**src/rtl/vlsu_txn_sched.sv**
```systemverilog
// Vector load/store transaction scheduler: splits requests into bus-sized chunks,
// issues them round-robin across slots and retires a slot once its chunks complete.
module vlsu_txn_sched #(
    parameter int unsigned NrSlots  = 4,
    parameter int unsigned AddrBits = 32,
    parameter int unsigned BusBytes = 64,
    parameter int unsigned LenBits  = 16,
    parameter int unsigned OutstMax = 15,
    parameter int unsigned SlotW    = $clog2(NrSlots)
) (
    input  logic                      clk_i,
    input  logic                      rst_ni,
    input  logic                      req_valid_i,
    output logic                      req_ready_o,
    input  logic [3:0]                req_mode_i,
    input  logic [AddrBits-1:0]       req_addr_i,
    input  logic [AddrBits-1:0]       req_stride_i,
    input  logic [1:0]                req_eew_i,
    input  logic [LenBits-1:0]        req_nbytes_i,
    input  logic [3:0]                req_vd_i,
    output logic                      iss_valid_o,
    input  logic                      iss_ready_i,
    output logic [AddrBits-1:0]       iss_addr_o,
    output logic [$clog2(BusBytes):0] iss_size_o,
    output logic [SlotW-1:0]          iss_slot_o,
    input  logic                      cpl_valid_i,
    input  logic [SlotW-1:0]          cpl_slot_i,
    output logic                      done_valid_o,
    output logic [SlotW-1:0]          done_slot_o,
    output logic [3:0]                done_vd_o,
    output logic                      done_err_o,
    output logic                      busy_o
);
    localparam int unsigned OffW = $clog2(BusBytes);
    localparam int unsigned SzW  = OffW + 1;
    localparam int unsigned OutW = $clog2(OutstMax + 1);

    typedef enum logic [1:0] { SLOT_FREE, SLOT_ISSUE, SLOT_DRAIN } slot_state_e;
    typedef enum logic [3:0] {
        MODE_INCR  = 4'b0001,
        MODE_STRD  = 4'b0010,
        MODE_ROW2D = 4'b0100,
        MODE_CLN2D = 4'b1000
    } mode_oh_t;

    slot_state_e         state_q  [NrSlots];
    logic [AddrBits-1:0] addr_q   [NrSlots];
    logic [LenBits-1:0]  rem_q    [NrSlots];
    logic [3:0]          mode_q   [NrSlots];
    logic [AddrBits-1:0] stride_q [NrSlots];
    logic [1:0]          eew_q    [NrSlots];
    logic [3:0]          vd_q     [NrSlots];
    logic                err_q    [NrSlots];
    logic [OutW-1:0]     outst_q  [NrSlots];

    logic [SlotW-1:0]    rr_ptr_q;
    logic                hold_q;
    logic [SlotW-1:0]    hold_slot_q;

    logic [NrSlots-1:0]  free_vec, elig_vec, retire_vec, iss_hit, cpl_hit;
    logic [SlotW-1:0]    alloc_idx, rr_pick, grant, done_idx;
    logic                elig_any, done_any, iss_vld, iss_fire, req_fire, req_ok;
    logic [AddrBits-1:0] g_addr, nxt_addr;
    logic [LenBits-1:0]  g_rem, lim, chunk;

    // Slot scan, allocation and round-robin arbitration
    always_comb begin
        int unsigned idx;
        idx        = 0;
        free_vec   = '0;
        elig_vec   = '0;
        retire_vec = '0;
        alloc_idx  = '0;
        done_idx   = '0;
        rr_pick    = '0;
        elig_any   = 1'b0;
        for (int unsigned i = 0; i < NrSlots; i++) begin
            free_vec[i]   = state_q[i] == SLOT_FREE;
            elig_vec[i]   = state_q[i] == SLOT_ISSUE && outst_q[i] < OutW'(OutstMax);
            retire_vec[i] = state_q[i] == SLOT_DRAIN && outst_q[i] == '0;
        end
        for (int unsigned i = NrSlots; i > 0; i--) begin
            if (free_vec[i-1])   alloc_idx = SlotW'(i - 1);
            if (retire_vec[i-1]) done_idx  = SlotW'(i - 1);
        end
        for (int unsigned k = 1; k <= NrSlots; k++) begin
            idx = (32'(rr_ptr_q) + k) % NrSlots;
            if (!elig_any && elig_vec[SlotW'(idx)]) begin
                elig_any = 1'b1;
                rr_pick  = SlotW'(idx);
            end
        end
        // A stalled grant is pinned so new eligible slots cannot steal it
        grant       = hold_q ? hold_slot_q : rr_pick;
        iss_vld     = hold_q | elig_any;
        done_any    = |retire_vec;
        req_ready_o = |free_vec;
        busy_o      = ~&free_vec;
        iss_fire    = iss_vld & iss_ready_i;
        req_fire    = req_valid_i & req_ready_o;
        req_ok      = (req_mode_i == MODE_INCR) || (req_mode_i == MODE_STRD);
    end

    // Chunk sizing and output datapath
    always_comb begin
        iss_hit = '0;
        cpl_hit = '0;
        g_addr  = addr_q[grant];
        g_rem   = rem_q[grant];
        if (mode_q[grant] == MODE_STRD) begin
            lim = LenBits'(1) << eew_q[grant];
        end else begin
            lim = LenBits'(BusBytes) - LenBits'(g_addr[OffW-1:0]);
        end
        chunk = (g_rem < lim) ? g_rem : lim;
        if (mode_q[grant] == MODE_STRD) begin
            nxt_addr = g_addr + stride_q[grant];
        end else begin
            nxt_addr = g_addr + AddrBits'(chunk);
        end
        for (int unsigned i = 0; i < NrSlots; i++) begin
            iss_hit[i] = iss_fire && grant == SlotW'(i);
            cpl_hit[i] = cpl_valid_i && cpl_slot_i == SlotW'(i) && outst_q[i] != '0;
        end
        iss_valid_o  = iss_vld;
        iss_addr_o   = iss_vld ? g_addr : '0;
        iss_size_o   = iss_vld ? SzW'(chunk) : '0;
        iss_slot_o   = iss_vld ? grant : '0;
        done_valid_o = done_any;
        done_slot_o  = done_idx;
        done_vd_o    = done_any ? vd_q[done_idx] : '0;
        done_err_o   = done_any & err_q[done_idx];
    end

    always_ff @(posedge clk_i) begin
        if (!rst_ni) begin
            for (int unsigned i = 0; i < NrSlots; i++) begin
                state_q[i]  <= SLOT_FREE;
                addr_q[i]   <= '0;
                rem_q[i]    <= '0;
                mode_q[i]   <= '0;
                stride_q[i] <= '0;
                eew_q[i]    <= '0;
                vd_q[i]     <= '0;
                err_q[i]    <= 1'b0;
                outst_q[i]  <= '0;
            end
            rr_ptr_q    <= SlotW'(NrSlots - 1);
            hold_q      <= 1'b0;
            hold_slot_q <= '0;
        end else begin
            hold_q      <= iss_vld & ~iss_ready_i;
            hold_slot_q <= grant;
            if (iss_fire) rr_ptr_q <= grant;
            for (int unsigned i = 0; i < NrSlots; i++) begin
                if (iss_hit[i] && !cpl_hit[i]) begin
                    outst_q[i] <= outst_q[i] + 1'b1;
                end else if (!iss_hit[i] && cpl_hit[i]) begin
                    outst_q[i] <= outst_q[i] - 1'b1;
                end
                if (iss_hit[i]) begin
                    addr_q[i] <= nxt_addr;
                    rem_q[i]  <= rem_q[i] - chunk;
                    if (rem_q[i] == chunk) state_q[i] <= SLOT_DRAIN;
                end
                if (done_any && done_idx == SlotW'(i)) state_q[i] <= SLOT_FREE;
                if (req_fire && alloc_idx == SlotW'(i)) begin
                    state_q[i]  <= (req_ok && req_nbytes_i != '0) ? SLOT_ISSUE : SLOT_DRAIN;
                    addr_q[i]   <= req_addr_i;
                    rem_q[i]    <= req_nbytes_i;
                    mode_q[i]   <= req_mode_i;
                    stride_q[i] <= req_stride_i;
                    eew_q[i]    <= req_eew_i;
                    vd_q[i]     <= req_vd_i;
                    err_q[i]    <= ~req_ok;
                    outst_q[i]  <= '0;
                end
            end
        end
    end

endmodule

```
**config.mk**
```make
export PLATFORM = sky130hd
export DESIGN_NAME = vlsu_txn_sched
export DESIGN_NICKNAME = d
export VERILOG_FILES = /design/src/rtl/vlsu_txn_sched.sv
export SDC_FILE = /design/constraint.sdc
export NUM_CORES = 1
export LEC_CHECK = 0
export ABC_CLOCK_PERIOD_IN_PS = 23200
export BUFFER_PORTS_ARGS = -buffer_cell sky130_fd_sc_hd__buf_2
export CAP_MARGIN = 20
export CORE_ASPECT_RATIO = 1.1
export CORE_MARGIN = 2
export CORE_UTILIZATION = 56
export DETAILED_ROUTE_END_ITERATION = 16
export MAX_ROUTING_LAYER = met4
export PLACE_DENSITY = 0.75
export SYNTH_ARGS = -nofsm -noshare
export SYNTH_HDL_FRONTEND = slang
export SYNTH_SLANG_ARGS = --single-unit
```
**constraint.sdc**
```tcl
create_clock -name clk_i -period 23.2 [get_ports clk_i]
set_clock_uncertainty 0.2 [all_clocks]
set_input_delay 4.64 -clock clk_i [delete_from_list [all_inputs] [get_ports clk_i]]
set_output_delay 4.64 -clock clk_i [all_outputs]
set_load 0.005 [all_outputs]
```
==> out/results.ini <==
[placed_design]
port_buffers=148
hpwl_mm=42.53
gp_congestion=0.9395
place_area_sq_mm=0.02477

[pwr]
finalPower_w=0.002527
p_leak_nw=10.73
ir_drop_uv=66.99
powerDensity_mw_per_mm2=96.55

[routing]
wl_per_cell_um=23.67
drt_iter0_markers=1873
vias=17770
first_pass_iters=6
drt_wl_total_mm=65.42
vias_per_cell=6.428
drc=0
ant_nets=0

[final_layout]
final_nets=2377
finalInstanceArea_sq_mm=0.02617
areaGrowthSynthToFinish_pct=12.15
layout-drive-gt1-share=0.1590
finish.utilization=0.6355

[die]
initial_core_util=0.5666
die_w_um=198.6
die_height_um=218.1
die-area_sq_mm=0.04332
coreArea_sq_mm=0.04118
rows=78
io-pin-count=149

[logic_synthesis]
synthCells=2013
yosysWarnings=0
synth_edf_count=385
synthMuxAreaShare=0.08064
synthAdderAreaFrac=0.06584
syn-cell-area_sq_mm=0.02334
synth_ff_type=edfxtp_1
ys_seq_area_frac=0.5023
async_reset_ff_frac=0
avgSynthCellArea_sq_um=11.59
ys_ff_latch=393
yosys.area_share.xor_xnor=0.03265
synth_top_family_by_area=simple AND/OR/NAND/NOR gates
synth_compound_area_frac=0.1339
synthSimpleGateAreaFrac=0.1566
ys_types=74

[global_routing]
antenna_found_initial=8
grt_max_degree=90
grt.overflow.total=0
grt_pass1_vias=17640
grt_use_total=0.3124
grt_pass1_wl_mm=99.67

[clock_tree]
post_cts_buffers=0
cts_root_buf=clkbuf_16
ctsHoldBuffers=0
htreeDepth=2
cts_buffer_depth=3
cts_resized=0
cts_buffers=42
cts_sinks=393
cts_tree=yes
clk_latency_ns=0.59
clk_pin_slew_ns=0.07

[sta]
tightest_slew_ns=1.157
fmax_ghz=0.08441
finalCritPeriodShare=0.5107
fin_crit_ns=11.85
fin_hold_ws_ns=0.3025
tns_ns=0
rsz0062_at_grt=false
hold_viol=0
maxSlewViolCount=0
setup_viol=0
relSlewSlack=0.2289

[worst_hold_path]
hp-class=flop to flop

[critical_path]
critPathKind=flop to output pin
crit_required_ns=18.36
cp.arrival_ns=7.01
worst_setup_path_end_kind=output pin
worstPathMaxFanout=38
critPathLaunchType=flop

[status]
status=complete, no violations

[run]
maxCapViolCount=0

metal layers:
metal	global-route usage	routed length, um	vias up
met5	-	0	-
met2	0.4971	31340	899
met1	0.4101	26170	8773
met4	0.1095	1991	0
li1	-	-	7957
met3	0.04985	5918	137
Yosys cell counts (all sizes together), types with 7 or more instances:
cell type / instances / area share
nor4: 18 / 0.0048
nand2: 162 / 0.026
a22o: 105 / 0.039
o21ai: 112 / 0.024
mux2i: 23 / 0.0099
o31ai: 9 / 0.0029
or3: 8 / 0.0021
dfxtp: 8 / 0.0069
buf: 16 / 0.0039
a21o: 47 / 0.015
nor4b: 7 / 0.0026
inv: 64 / 0.010
o21bai: 13 / 0.0042
xor2: 31 / 0.012
clkbuf: 85 / 0.014
nor3: 35 / 0.0075
a21oi: 88 / 0.019
edfxtp: 385 / 0.50
xnor2: 56 / 0.021
nor2b: 44 / 0.012
and3: 102 / 0.028
ha: 110 / 0.059
fa: 8 / 0.0069
nand3: 35 / 0.0075
o21a: 7 / 0.0023
mux4: 71 / 0.069
nand4: 21 / 0.0056
nor2: 107 / 0.018
and2: 118 / 0.032
a211oi: 11 / 0.0035
nand2b: 16 / 0.0043
path summary, 6_finish.rpt:
kind | start | to | slack (ns) | cells after the start
max | outst_q[0][12]$_SDFFCE_PP0P_ | iss_size_o[5] | 11.35 | 23
min | err_q[0]$_DFF_P_ | err_q[0]$_DFF_P_ | 0.30 | 2
max reg2reg | outst_q[0][12]$_SDFFCE_PP0P_ | addr_q[2][29]$_SDFFCE_PN0P_ | 13.10 | 33
min reg2reg | err_q[0]$_DFF_P_ | err_q[0]$_DFF_P_ | 0.30 | 2
through the flow:
| stage | std cells | setup WS [ns] |
|---|---|---|
| 2_1_floorplan | 2044 | 13.32 |
| 3_3_place_gp | 2677 | 12.20 |
| 3_5_place_dp | 2677 | 12.00 |
| 4_1_cts | 2754 | 11.35 |
| 5_1_grt | 2763 | 10.92 |
| 6_report | 2764 | 11.35 |
final cells by class:
cell class	instances	area (sq um)
Inverter	65	245.2
Timing Repair Buffer	175	963.4
Tap cell	560	700.7
Clock buffer	47	1080
Antenna cell	9	22.52
Fill cell	3246	15010
Clock inverter	30	275.3
Multi-Input combinational cell	1485	11160
Sequential cell	393	11720
state kept, by name, indices dropped and copies added (netlist names):
| signal | count |
|---|---|
| addr_q | 128 |
| stride_q | 128 |
| rem_q | 64 |
| mode_q | 16 |
| outst_q | 16 |
| vd_q | 16 |
| eew_q | 8 |
| state_q | 8 |
| err_q | 4 |
| hold_slot_q | 2 |
| rr_ptr_q | 2 |
| hold_q | 1 |
cells by family (layout without fill, tap and decap cells):
logic type / count (synthesis) / in the layout
flip-flops: 393 / 393
multiplexers: 98 / 98
AND/OR/NAND/NOR: 695 / 695
adder cells (fa/ha/maj): 118 / 118
buffers and inverters: 166 / 317
AO/OA/AOI/OAI: 455 / 455
XOR/XNOR: 87 / 87
other: 1 / 41
where the power goes:
group          switching [W]  internal [W]  total [W]
clock network       0.000299      0.000364   0.000663
registers          0.0000350      0.000871   0.000906
logic               0.000575      0.000383   0.000958
total               0.000908       0.00162    0.00253
layout by cell type (no fill, tap or decap), drive strengths merged, types with 7 or more instances in the layout:
cell    synthesis  final
edfxtp        385    385
buf            16    175
nand2         162    162
and2          118    118
o21ai         112    112
ha            110    110
nor2          107    107
a22o          105    105
and3          102    102
a21oi          88     88
mux4           71     71
inv            64     66
xnor2          56     56
a21o           47     47
clkbuf         85     47
nor2b          44     44
nor3           35     35
nand3          35     35
conb            1     32
xor2           31     31
mux2i          23     23
clkinv          1     23
nand4          21     21
nor4           18     18
nand2b         16     16
o21bai         13     13
a211oi         11     11
diode           0      9
o31ai           9      9
or3             8      8
fa              8      8
dfxtp           8      8
nor4b           7      7
o21a            7      7
worst max-delay path, stage by stage (launching register included):
cell	delay, ns
edfxtp_1	0.46
ha_1	0.28
and3_4	0.18
nor4b_1	0.28
a221o_1	0.29
a221oi_4	0.08
buf_4	0.22
inv_2	0.12
buf_4	0.67
nor2_1	0.18
nor2_4	0.17
inv_2	0.07
nor3_1	0.44
nand3_1	0.15
a21oi_1	0.22
inv_1	0.07
ha_1	0.32
a21oi_1	0.13
nand2_1	0.06
a2111oi_0	0.44
o31a_1	0.61
mux2i_1	0.73
nor2_1	0.11
buf_2	0.16
Note: power is estimated with default switching activity, not from simulation.
